[config.mk]
export PLATFORM = sky130hd
export DESIGN_NAME = reg_file_scoreboard
export DESIGN_NICKNAME = d
export VERILOG_FILES = /design/src/rtl/reg_file_scoreboard.sv
export SDC_FILE = /design/constraint.sdc
export NUM_CORES = 1
export LEC_CHECK = 0
export BUFFER_PORTS_ARGS = -buffer_cell sky130_fd_sc_hd__buf_2
export CORE_UTILIZATION = 25
export DETAILED_ROUTE_END_ITERATION = 10
export GPL_TIMING_DRIVEN = 0
export PLACE_DENSITY = 0.46
export SYNTH_ARGS = -nofsm -noshare
export SYNTH_HDL_FRONTEND = slang
export SYNTH_SLANG_ARGS = --single-unit
[constraint.sdc]
create_clock -name clock -period 2.3 [get_ports clock]
set_clock_uncertainty 0.05 [all_clocks]
set_input_delay 0.115 -clock clock [delete_from_list [all_inputs] [get_ports clock]]
set_output_delay 0.115 -clock clock [all_outputs]
set_load 0.05 [all_outputs]
[src/rtl/reg_file_scoreboard.sv]
// reg_file_scoreboard
// Architectural register file (R0..R7), NZP condition codes and a
// per-register pending scoreboard for the LC3 pipeline.
//
// Ports
//   clock               sole clock, rising edge
//   reset               synchronous active-low reset
//   wb_en, dr, DR_in    writeback write port
//   cc_en               update NZP from DR_in (qualified by wb_en)
//   sr1, sr2            read addresses
//   sr1_use, sr2_use    issuing instruction really reads that source
//   issue_en, issue_dr  instruction with a destination issues this cycle
//   VSR1, VSR2          combinational read data with writeback bypass
//   psr                 registered NZP as {N,Z,P}
//   stall               combinational read-after-write hazard request
//   pending             registered scoreboard, bit i = Ri awaiting writeback
module reg_file_scoreboard #(
   parameter int DW   = 16,
   parameter int NREG = 8
) (
   input  logic                    clock,
   input  logic                    reset,
   input  logic                    wb_en,
   input  logic [$clog2(NREG)-1:0] dr,
   input  logic [DW-1:0]           DR_in,
   input  logic                    cc_en,
   input  logic [$clog2(NREG)-1:0] sr1,
   input  logic [$clog2(NREG)-1:0] sr2,
   input  logic                    sr1_use,
   input  logic                    sr2_use,
   input  logic                    issue_en,
   input  logic [$clog2(NREG)-1:0] issue_dr,
   output logic [DW-1:0]           VSR1,
   output logic [DW-1:0]           VSR2,
   output logic [2:0]              psr,
   output logic                    stall,
   output logic [NREG-1:0]         pending
);

   logic [DW-1:0]   regs [NREG];
   logic [NREG-1:0] pending_nxt;
   logic [2:0]      nzp_nxt;
   logic            wr_hit1;
   logic            wr_hit2;
   logic            hz1;
   logic            hz2;

   // Register array and condition codes
   always_ff @(posedge clock) begin
      if (!reset) begin
         for (int i = 0; i < NREG; i++) begin
            regs[i] <= '0;
         end
         psr <= 3'b010;
      end else if (wb_en) begin
         regs[dr] <= DR_in;
         if (cc_en) begin
            psr <= nzp_nxt;
         end
      end
   end

   always_comb begin
      nzp_nxt = 3'b001;
      if (DR_in[DW-1]) begin
         nzp_nxt = 3'b100;
      end else if (DR_in == '0) begin
         nzp_nxt = 3'b010;
      end
   end

   // Clear first, then set: when both hit the same register the newer
   // producer is still outstanding, so the set must win.
   always_comb begin
      pending_nxt = pending;
      if (wb_en) begin
         pending_nxt[dr] = 1'b0;
      end
      if (issue_en) begin
         pending_nxt[issue_dr] = 1'b1;
      end
   end

   always_ff @(posedge clock) begin
      if (!reset) begin
         pending <= '0;
      end else begin
         pending <= pending_nxt;
      end
   end

   // Same-cycle write-through bypass, independent of sr*_use
   assign wr_hit1 = wb_en && (dr == sr1);
   assign wr_hit2 = wb_en && (dr == sr2);

   assign VSR1 = wr_hit1 ? DR_in : regs[sr1];
   assign VSR2 = wr_hit2 ? DR_in : regs[sr2];

   // A source being written this cycle is covered by the bypass
   assign hz1   = sr1_use && pending[sr1] && !wr_hit1;
   assign hz2   = sr2_use && pending[sr2] && !wr_hit2;
   assign stall = hz1 || hz2;

endmodule
* Word-level counts from Yosys, hierarchy flattened
Memory sizes are Yosys's and may differ from the RTL's. Cells that the tools add are included.
Storage, ports and cells: bits in registers 11, memory bits (writable) 128, bits of input ports 35, output and inout port bits 44, memories 1
Operators by class: magnitude comparators 6, eq/ne operators 2, muxes and demuxes 21, bitwise logic cells 3, reduce and logical (&&, ||, !) cells 14
Memories:
- regs | words 8, width 16, read ports 2, clocked after memory_dff 0, wr ports 8, line 40 | logic [DW-1:0] regs [NREG];
Operators by type and width (count):
- $mux 16 | 3
- $logic_not 16->1 | 1
- $lt 3x4->1 const B | 4
- $mux 8 | 2
- $reduce_or 16->1 | 1
- $mux 1 | 9
- $and 8x8->8 | 1
- $logic_and 1x1->1 | 8
- $not 8->8 | 1
- $or 8x8->8 | 1
- $bmux 1 s3 | 2
- $demux 1 s3 | 2
- $eq 3x3->1 | 2
- $ge 3x1->1 const B | 2
- $mux 3 | 2
- $logic_not 1->1 | 2
- $mux 2 | 1
- $reduce_and 2->1 | 1
- $logic_or 1x1->1 | 1

* Depth between registers and ports, before layout
Gate-level depths: netlist of the first run.
word-level depth 9, mapped depth 6, depth with buffers taken out 4

* Worst setup path before layout of the first run
Ideal clock, no wire load.
path kind register to output, start point reg pending[2], end point out stall, data arrival time 2.138 ns, slack -0.003 ns, stages on the path, launching flop included 4, path buffers 0, cells stage by stage dfxtp_1 -> mux4_2 -> o21ai_0 -> o21ai_0
On the way: longest elaborated chain between the ends 5, elaborated cells on any way between the ends 9, classes of those cells mux: 4; reduce/logical: 5
Ends and longest elaborated chain:
- from (decl) | line 37 | output logic [NREG-1:0] pending
- from (signal assigned) | line 88 | pending <= pending_nxt;
- $bmux 1 s3, on equally long branches | line 100, 101
- $mux 1, on equally long branches | line 100, 101
- $logic_and 1x1->1, on equally long branches (2 in series) | line 100, 101
- $logic_or 1x1->1 (*) | line 102 | assign stall = hz1 || hz2;
- to (decl) | line 36 | output logic stall,
Mark *: on every way between the ends. The rest lies on a longest branch, timed or not. The select of a mux whose other input is x is not followed.

==> results of run 1 <==
==> power by group through the flow <==
stage / Sequential, mW / Clock (mW) / Combinational, mW
final: 3.01 / 2.63 / 1.37
after global routing: 3.02 / 2.74 / 1.44
after CTS: 3.01 / 2.66 / 1.38
after detailed placement: 3.06 / 0 / 1.37
after global placement: 3.07 / 0 / 1.32
after floorplan: 3.05 / 0 / 0.912
==> cell type report <==
| class | count | area, um2 | share of cell area, % |
|---|---|---|---|
| Timing Repair Buffer | 86 | 598 | 6.25 |
| Clock buffer | 21 | 440 | 4.60 |
| Multi-Input combinational cell | 378 | 3430 | 35.8 |
| Inverter | 10 | 37.5 | 0.392 |
| Clock inverter | 9 | 100 | 1.05 |
| Sequential cell | 139 | 4060 | 42.5 |
| Tap cell | 396 | 495 | 5.18 |
| Buffer | 55 | 404 | 4.22 |
==> per-stage QoR <==
step	hold WS, ns	cell area (um2)	std cells	setup slack [ns]	utilization, %
6_report	0.0966	9570	1094	0.259	31.1
5_1_grt	0.125	9570	1094	0.110	31.1
4_1_cts	0.0908	9570	1094	0.0978	31.1
3_5_place_dp	0.378	8960	1057	-0.00907	29.1
3_3_place_gp	0.363	8730	1050	-1.92	28.4
2_1_floorplan	0.221	7870	582	0.121	-
==> critical path: stages, from the launching register on <==
cell      delay (ns)
edfxtp_1        0.39
mux4_1          0.52
mux2i_1         0.22
a21oi_1         0.11
buf_2           0.22
==> state kept, by name, summed over array words and instances, names as in the netlist <==
| register | flops |
|---|---|
| regs | 128 |
| pending | 8 |
| psr | 3 |
==> final timing paths <==
| kind | startpoint | end | slack, ns |
|---|---|---|---|
| max | regs[3][2]$_SDFFCE_PN0P_ | VSR2[2] | 0.26 |
| min | DR_in[15] | psr[0]$_SDFFE_PN0P_ | 0.1 |
| max reg2reg | pending[7]$_SDFF_PN0_ | pending[7]$_SDFF_PN0_ | 1.59 |
| min reg2reg | psr[2]$_SDFFE_PN0P_ | psr[2]$_SDFFE_PN0P_ | 0.43 |
==> placed cells by master (no fill, tap or decap), types with 3 or more instances in the layout <==
cell           synthesis  routed
a21oi_1               16      16
a31oi_1               16      16
and2_1               128     128
buf_12                 4       4
buf_16                 0       5
buf_2                 11      83
buf_6                  3       3
buf_8                  2       4
clkbuf_1              23      26
clkbuf_16              0      17
clkbuf_2               4       5
clkbuf_8               6       6
clkinv_2               0       4
dfxtp_1               11      11
dlygate4sd3_1          0       7
edfxtp_1             128     128
inv_1                  9       9
mux2i_1               17      17
mux4_1                13      13
mux4_2                53      53
nand2_1               41      41
nand2b_1               4       4
nand3_1                4       4
nand3b_1               3       3
nand4_1                3       3
nor2_1                39      39
nor4_1                 4       4
o2111ai_1              3       3
o21ai_2                0       4
o22ai_1                8       8
xnor2_1                6       6
==> cell families (layout without fill, tap and decap cells) <==
family | after synthesis | in the layout
AND/OR/NAND/NOR | 232 | 232
AO/OA/AOI/OAI | 57 | 57
multiplexers | 83 | 83
flip-flops | 139 | 139
XOR/XNOR | 6 | 6
buffers and inverters | 65 | 181
==> layer usage <==
metal	GRT usage, %	part of all wire (%)	up-vias
met2	29.1	50	165
met5	0	0	-
met4	5.69	2.0	0
li1	-	-	2396
met1	21.4	43	2653
met3	2.94	5.2	32
==> timing repair <==
action / CTS / global route
endpoints found under the setup margin: 0 / 2
endpoints found under the hold margin: 9 / 0
hold buffers: 7 / 0
gates resized for setup: 0 / 3
==> reports/metrics.yaml, run 1 <==
synthesis:
  synth_common_cells: "and2_1, edfxtp_1, mux4_2"
  synth_top_family_by_area: "multiplexers"
  synth_fa_ha_area_share_pct: 0
  synthTopCellsByArea: "edfxtp_1, mux4_2, and2_1"
  synth_edf_count: 128
  ys_ff_latch: 139
  async_reset_ff_share_pct: 0
  synth_top_area_share_pct: 48.8
  synthesis.nets: 617
  synth-compound-area-share_pct: 4.36
  yosys.area.top_type: "edfxtp_1"
  syn-cell-area_um2: 7870
  yosys-mux-area-fraction_pct: 21.7
  yosys_warnings: 0
  synthXorXnorAreaFrac_pct: 0.668
  synth_cell_types: 38
  dominantRegCellSynth: "edfxtp_1"
  synth-simple-area-share_pct: 16.1
  synth_area_per_cell_um2: 13.5
  ys_seq_area_share_pct: 51.6
  synthCells: 582
finish:
  layout-drive-gt1-share_pct: 28.8
  num_antenna_cells: 0
  fillers: 3085
  area_growth_syn_to_layout_pct: 21.6
  nets: 722
sta:
  final_max_slew_viol_count: 0
  final.setup.tns_ns: 0
  rsz0062_at_grt: "no"
  hold_violations: 0
  max_slew_margin_pct: 35.4
  period_share_pct: 88.7
  fmax_mhz: 490
  finalSetupViolCount: 0
  worst_pin_slew_ns: 0.961
  period_needed_ns: 2.04
clock_network:
  h-tree-depth: 4
  cts_buffer_depth: 2
  cts_made_buffers: 17
  cts_sinks: 139
  clock_latency_ns: 0.42
  root_buffer: "clkbuf_16"
  post_cts_buffers: 0
  cts_tree: "done"
  cts.reportedPaths.clkPinSlew_ns: 0.06
run_status:
  failed_checks: "DRC"
  outcome: "finished, violations left"
power:
  seq_power_share_pct: 42.9
  peakVddDrop_mv: 0.498
  design_power_total_mw: 7.00
  power_frac_clock_pct: 37.5
  total_leakage_power_nw: 3.50
  cellInternalPower_mw: 4.98
  combPwrFrac_pct: 19.5
  swShare_pct: 28.9
  p_sw_mw: 2.02
  power_density_nw_per_um2: 731
setup_path:
  critPathKind: "register to output pin"
  worstSetupStartpointType: "register"
  required_ns: 2.13
  crit_path_max_fanout: 2
  arrival_ns: 1.88
  endpoint_kind: "output pin"
  reg2regPathDepth: 2
routing:
  drtIter0Drc: 548
  wl_mm: 26.8
  first_pass_iters: 10
  viasPerCell: 4.80
  ant_nets: 0
  vias: 5246
  detail_route.wl_per_cell_um: 24.5
  drc: 8
global_routing:
  antenna_found_initial: 1
  grt_max_degree: 18
  grt_pass1_vias: 5373
  grt.overflow.total: 0
  grt_use_total_pct: 16.9
  grt_pass1_wl_mm: 38.2
die:
  start_util_pct: 25.6
  io_pins: 79
  core_area_um2: 30700
  rows: 64
  die_x_um: 179
  dieHeight_um: 179
  die-area_um2: 32200
run:
  max-cap-violations: 0
placement:
  place_hpwl_mm: 17.8
  gp_congestion: 0.782
  portBuffers: 72
hold_path:
  hold_depth: 4
  hp-class: "input port to register"
No activity file was read; power rests on OpenSTA's default activity.
==> run 2: changes to the inputs <==
--- a/config.mk
+++ b/config.mk
@@ -6,10 +6,10 @@
 export NUM_CORES = 1
 export LEC_CHECK = 0
 export BUFFER_PORTS_ARGS = -buffer_cell sky130_fd_sc_hd__buf_2
-export CORE_UTILIZATION = 25
+export CORE_UTILIZATION = 54
 export DETAILED_ROUTE_END_ITERATION = 10
 export GPL_TIMING_DRIVEN = 0
-export PLACE_DENSITY = 0.46
+export PLACE_DENSITY = 0.81
 export SYNTH_ARGS = -nofsm -noshare
 export SYNTH_HDL_FRONTEND = slang
 export SYNTH_SLANG_ARGS = --single-unit
==> run 2 against run 1 <==
Against the previous run: the run now ends clean; global-route usage grew 17 points; non-clock buffer count stayed put; worst hold slack got worse by 0.088 ns; maximum frequency shrank 6.3%; combinational power fell by 3%; wire length fell by 12%; power up 0.58%; sequential power is essentially flat; count of clock-buffer cells in the layout is 2 higher; utilization grew 35 points; via count rose by 13%; critical path depth grew 3; critical path type is now input port to output pin; largest cell class unchanged; largest power group unchanged; highest routed layer unchanged.
==> reports/metrics.yaml, run 2 (same netlist as run 1, synthesis figures left out) <==
clock_network:
  post_cts_buffers: 0  # unchanged
  h-tree-depth: 4  # unchanged
  cts.reportedPaths.clkPinSlew_ns: 0.06  # about the same
  clock_latency_ns: 0.42  # about the same
  root_buffer: "clkbuf_16"
  cts_buffer_depth: 2  # unchanged
  cts_sinks: 139  # unchanged
  cts_resized: 0  # unchanged
  cts_tree: "done"
  hold_buffers: 6  # -1
  cts_made_buffers: 17  # unchanged
setup_path:
  critPathTopFamily: "buffers and inverters"
  crit_path_max_fanout: 10  # +8
  worst-path-buf-inv: 4  # +3
  crit_path_frequent_cell: "buf_2"
  endpoint_kind: "output pin"
  critPathKind: "input port to output pin"
  required_ns: 2.13  # about the same
  path_cells: "buf_2 > buf_4 > xnor2_1 > nand4_2 > clkbuf_1 > a31oi_1 > buf_2"
  arrival_ns: 2.01  # +0.13 ns
  critPathMaxStageDelay_ns: 0.41  # -0.11 ns
  cp_slowest_cell: "clkbuf_1"
  worstSetupStartpointType: "input port"
finish:
  area_growth_syn_to_layout_pct: 17.8
  finalInstanceArea_um2: 9270  # -3.1%
  layout-drive-gt1-share_pct: 29.7  # +0.92 points
  largest_reg_flops: 128  # unchanged
  most-common-layout-cells: "and2_1, edfxtp_1, buf_2"
  nets: 722  # unchanged
  fillers: 959  # -69%
  multi_input_area_um2: 3420  # -0.44%
  largest-register: "regs"
  num_antenna_cells: 0  # unchanged
  reg_top3: "regs: 128 flops, pending: 8 flops, psr: 3 flops"
  regArea_um2: 4060  # unchanged
die:
  core_area_um2: 14000  # -54%
  die_x_um: 123  # -32%
  rows: 43  # -33%
  io_pins: 79  # unchanged
  die-area_um2: 15100  # -53%
  dieHeight_um: 123  # -32%
  start_util_pct: 56.0  # +30 points
global_routing:
  grt.overflow.total: 0  # unchanged
  antenna_found_initial: 1  # unchanged
  grt_pass1_vias: 6059  # +13%
  grt_max_degree: 17  # -1
  grt_pass1_wl_mm: 34.9  # -8.7%
  grt_use_total_pct: 33.4  # +17 points
run:
  max-cap-violations: 0  # unchanged
sta:
  max_slew_margin_pct: 47.6  # +12 points
  finalSetupViolCount: 0  # unchanged
  rsz0062_at_grt: "no"
  worst_pin_slew_ns: 0.786  # -0.175 ns
  final_max_slew_viol_count: 0  # unchanged
  setup_ws_ns: 0.122  # -0.137 ns
  hold_violations: 0  # unchanged
  period_share_pct: 94.7  # +6.0 points
  fmax_mhz: 459  # -6.3%
  period_needed_ns: 2.18  # +0.137 ns
routing:
  viasPerCell: 6.73  # +40%
  first_pass_iters: 6  # -4
  ant_nets: 0  # unchanged
  detail_route.wl_per_cell_um: 26.7  # +9.2%
  drc: 0  # -8
  drtIter0Drc: 774  # +41%
  vias: 5921  # +13%
  wl_mm: 23.5  # -12%
power:
  design_power_total_mw: 7.04  # +0.58%
  power_density_nw_per_um2: 759  # +3.8%
  total_leakage_power_nw: 3.50  # +0.18%
  peakVddDrop_mv: 0.530  # +6.4%
placement:
  placed_area_um2: 8630  # -3.7%
  portBuffers: 72  # unchanged
  gp_congestion: 0.876  # +12%
  place_hpwl_mm: 15.7  # -12%
  preCtsSetupSlack_ns: 0.194  # +0.203 ns
run_status:
  outcome: "completed"
hold_path:
  hp-class: "input port to register"
-- run 2: cell count changes in the layout (fill, tap and decap cells not counted), sizes merged --
cell         delta
inv             +3
bufinv          -2
clkbuf          +2
buf             +1
clkinvlp        -1
dlygate4sd3     -1
-- run 2: final timing paths --
kind,from,end,slack [ns],cells after the start
max,sr1[1],VSR1[5],0.12,7
min,issue_en,pending[2]$_SDFF_PN0_,0.008,3
max reg2reg,pending[2]$_SDFF_PN0_,pending[2]$_SDFF_PN0_,1.56,2
min reg2reg,psr[2]$_SDFFE_PN0P_,psr[2]$_SDFFE_PN0P_,0.43,2
-- run 2: layout make-up --
cell class / instances / area share [%]
buffer: 55 / 4.34
clock buffer: 23 / 5.77
clock inverter: 9 / 0.567
inverter: 10 / 0.405
multi-input combinational: 378 / 36.8
sequential: 139 / 43.8
tap: 180 / 2.43
timing repair buffer: 86 / 5.83
-- run 2: metrics by stage --
stage	util, %	TNS, ns	cells	hold slack [ns]
floorplan	-	0	582	0.221
global placement	60.2	-164.10	834	0.355
detailed placement	61.4	0	842	0.389
CTS	66.0	0	880	0.00477
global route	66.0	0	880	0.0102
finish	66.0	0	880	0.00817
-- run 2: tightest hold or removal path, cell delays in order --
cell,delay (ns)
buf_2,0.12
nand3b_1,0.11
o22ai_1,0.08
-- run 2: layer usage --
| layer | track usage (%) | part of all wire (%) |
|---|---|---|
| met5 | 0 | 0 |
| met4 | 21.0 | 5.7 |
| met3 | 7.11 | 11 |
| met2 | 56.1 | 50 |
| met1 | 39.2 | 33 |
-- run 2: report_power, final --
group / internal [mW] / switching, mW
Combinational: 0.467 / 0.860
Clock: 1.64 / 1.06
Sequential: 2.93 / 0.0927
Total: 5.03 / 2.01
==> run 3: changes to the inputs <==
==> constraint.sdc (replaced) <==
create_clock -name clock -period 2.3 [get_ports clock]
set_clock_uncertainty 0.05 [all_clocks]
set_input_delay 0.575 -clock clock [delete_from_list [all_inputs] [get_ports clock]]
set_output_delay 0.575 -clock clock [all_outputs]
set_load 0.05 [all_outputs]
==> run 3 against run 2 <==
Against the previous run: the flow now finishes with violations (setup timing); utilization increased by 11 points; combinational power increased by 49%; die area unchanged; worst hold slack improved by 0.41 ns; design area increased by 17%; non-clock buffer count increased by 24; count of clock-buffer cells in the layout increased by 7.
==> reports/metrics.yaml, run 3 (same netlist as run 1, synthesis figures left out) <==
run_status:
  outcome: "finished, violations left"
  failed_checks: "setup timing"
sta:
  rsz0062_at_grt: "yes"
  hold_ws_ns: 0.414  # +0.406 ns
  worst_pin_slew_ns: 1.06  # +0.274 ns
  period_share_pct: 112  # +17 points
  hold_violations: 0  # unchanged
  finalSetupViolCount: 43  # +43
  setup_ws_ns: -0.274  # -0.396 ns
  max_slew_margin_pct: 28.7  # -19 points
  final.setup.tns_ns: -6.49  # -6.49 ns
  final_max_slew_viol_count: 0  # unchanged
  period_needed_ns: 2.57  # +0.396 ns
  fmax_mhz: 389  # -15%
die:
  io_pins: 79  # unchanged
  dieHeight_um: 123  # unchanged
  die_x_um: 123  # unchanged
  die-area_um2: 15100  # unchanged
  core_area_um2: 14000  # unchanged
  start_util_pct: 56.0  # unchanged
  rows: 43  # unchanged
clock_network:
  cts_sinks: 139  # unchanged
  hold_buffers: 0  # -6
  cts_made_buffers: 17  # unchanged
  cts.reportedPaths.clkPinSlew_ns: 0.06  # about the same
  root_buffer: "clkbuf_16"
  cts_buffer_depth: 2  # unchanged
  h-tree-depth: 4  # unchanged
  cts_tree: "done"
  clock_latency_ns: 0.43  # about the same
global_routing:
  grt_pass1_wl_mm: 40.1  # +15%
  met1_usage_pct: 45.4  # +6.2 points
  grt_max_degree: 17  # unchanged
  grt_pass1_vias: 6458  # +6.6%
  use_met3_pct: 11.9  # +4.8 points
  grt_use_met2_pct: 62.4  # +6.3 points
  grt.busiest_layer: "met2"
  antenna_found_initial: 1  # unchanged
  grt.overflow.total: 0  # unchanged
  grt_use_total_pct: 39.0  # +5.6 points
routing:
  drc: 0  # unchanged
  viasPerCell: 7.49  # +11%
  ant_nets: 0  # unchanged
  first_pass_iters: 5  # -1
  detail_route.wl_per_cell_um: 35.0  # +31%
  vias: 6769  # +14%
  wl_mm: 31.7  # +35%
  drtIter0Drc: 1200  # +55%
finish:
  fin_util_pct: 77.3  # +11 points
  nets: 746  # +3.3%
  area_growth_syn_to_layout_pct: 37.9
  fillers: 681  # -29%
  largest_reg_flops: 128  # unchanged
  reg_top3: "regs: 128 flops, pending: 8 flops, psr: 3 flops"
  largest-register: "regs"
  most-common-layout-cells: "and2_1, edfxtp_1, mux4_2"
  num_antenna_cells: 0  # unchanged
  finalInstanceArea_um2: 10900  # +17%
  layout-drive-gt1-share_pct: 46.0  # +16 points
setup_path:
  crit_path_max_fanout: 2  # -8
  arrival_ns: 1.95  # -0.06 ns
  reg2regPathDepth: 3  # +1
  critPathKind: "register to output pin"
  worstSetupStartpointType: "register"
  endpoint_kind: "output pin"
  worstReg2RegEnd: "pending[6]$_SDFF_PN0_"
  r2r_setup_slack_ns: 1.48  # -0.08 ns
  required_ns: 1.67  # -0.46 ns
  r2r_start: "pending[6]$_SDFF_PN0_"
hold_path:
  hold_end: "psr[2]$_SDFFE_PN0P_"
  hp-class: "input port to register"
  hold_depth: 3  # unchanged
  holdCritStartpoint: "cc_en"
placement:
  placed_area_um2: 9230  # +7.0%
  place_hpwl_mm: 15.6  # -0.34%
  portBuffers: 72  # unchanged
  gp_congestion: 0.840  # -4.1%
power:
  peakVddDrop_mv: 0.647  # +22%
  power_density_nw_per_um2: 705  # -7.1%
  total_leakage_power_nw: 3.91  # +12%
  design_power_total_mw: 7.66  # +8.8%
run:
  max-cap-violations: 0  # unchanged
## run 3: cell types whose count changed in the layout (fill, tap and decap cells not counted), sizes merged
| cell | previous run | this run |
|---|---|---|
| buf | 102 | 129 |
| bufbuf | 0 | 1 |
| clkbuf | 56 | 65 |
| clkinv | 7 | 3 |
| dlygate4sd3 | 6 | 0 |
| inv | 12 | 9 |
## run 3: critical path: stages (launching register included)
cell,delay (ns)
edfxtp_1,0.54
mux4_2,0.53
nand2_2,0.15
a31oi_4,0.13
buf_6,0.17
## run 3: layout make-up
cell class / count / area, um2 / share of cell area (%)
Buffer: 55 / 618 / 5.69
Clock buffer: 30 / 536 / 4.93
Clock inverter: 2 / 10.0 / 0.0922
Inverter: 10 / 42.5 / 0.392
Multi-Input combinational cell: 378 / 4200 / 38.7
Sequential cell: 139 / 4070 / 37.5
Tap cell: 180 / 225 / 2.07
Timing Repair Buffer: 110 / 1160 / 10.7
## run 3: per-layer routing
metal | share of wire (%) | up-vias
met5 | 0.047 | -
met4 | 8.4 | 2
met3 | 16 | 269
met2 | 46 | 808
met1 | 30 | 3237
li1 | - | 2453
## run 3: worst max-delay path by stage
stage                         startpoint                        end  slack, ns
4_1_cts                           sr1[1]                    VSR1[5]      -0.20
2_1_floorplan                      dr[0]   regs[2][0]$_SDFFCE_PN0P_      -0.28
3_3_place_gp                       wb_en  regs[6][10]$_SDFFCE_PN0P_      -1.65
3_5_place_dp                      sr1[1]                    VSR1[4]      -0.45
5_1_grt        regs[6][14]$_SDFFCE_PN0P_                   VSR1[14]      -0.32
6_report       regs[6][14]$_SDFFCE_PN0P_                   VSR1[14]      -0.27
## run 3: repair_timing
item | 4_1_cts | 5_1_grt
setup endpoints to repair | 33 | 33
gates resized for setup | 146 | 46
cloned | 7 | 4
pin swaps | 14 | 17
setup buffers | 15 | 5
## run 3: power by group
| group | internal, mW | switching [mW] | leakage, nW | total, mW |
|---|---|---|---|---|
| clock | 1.56 | 1.07 | 0.268 | 2.63 |
| sequential | 2.93 | 0.124 | 1.33 | 3.05 |
| combinational | 0.843 | 1.13 | 2.32 | 1.98 |
## run 3: stage by stage
stage | setup slack, ns | instances
2_1_floorplan | -0.281 | 582
3_3_place_gp | -1.65 | 834
3_5_place_dp | -0.452 | 842
4_1_cts | -0.203 | 896
5_1_grt | -0.324 | 904
6_report | -0.274 | 904
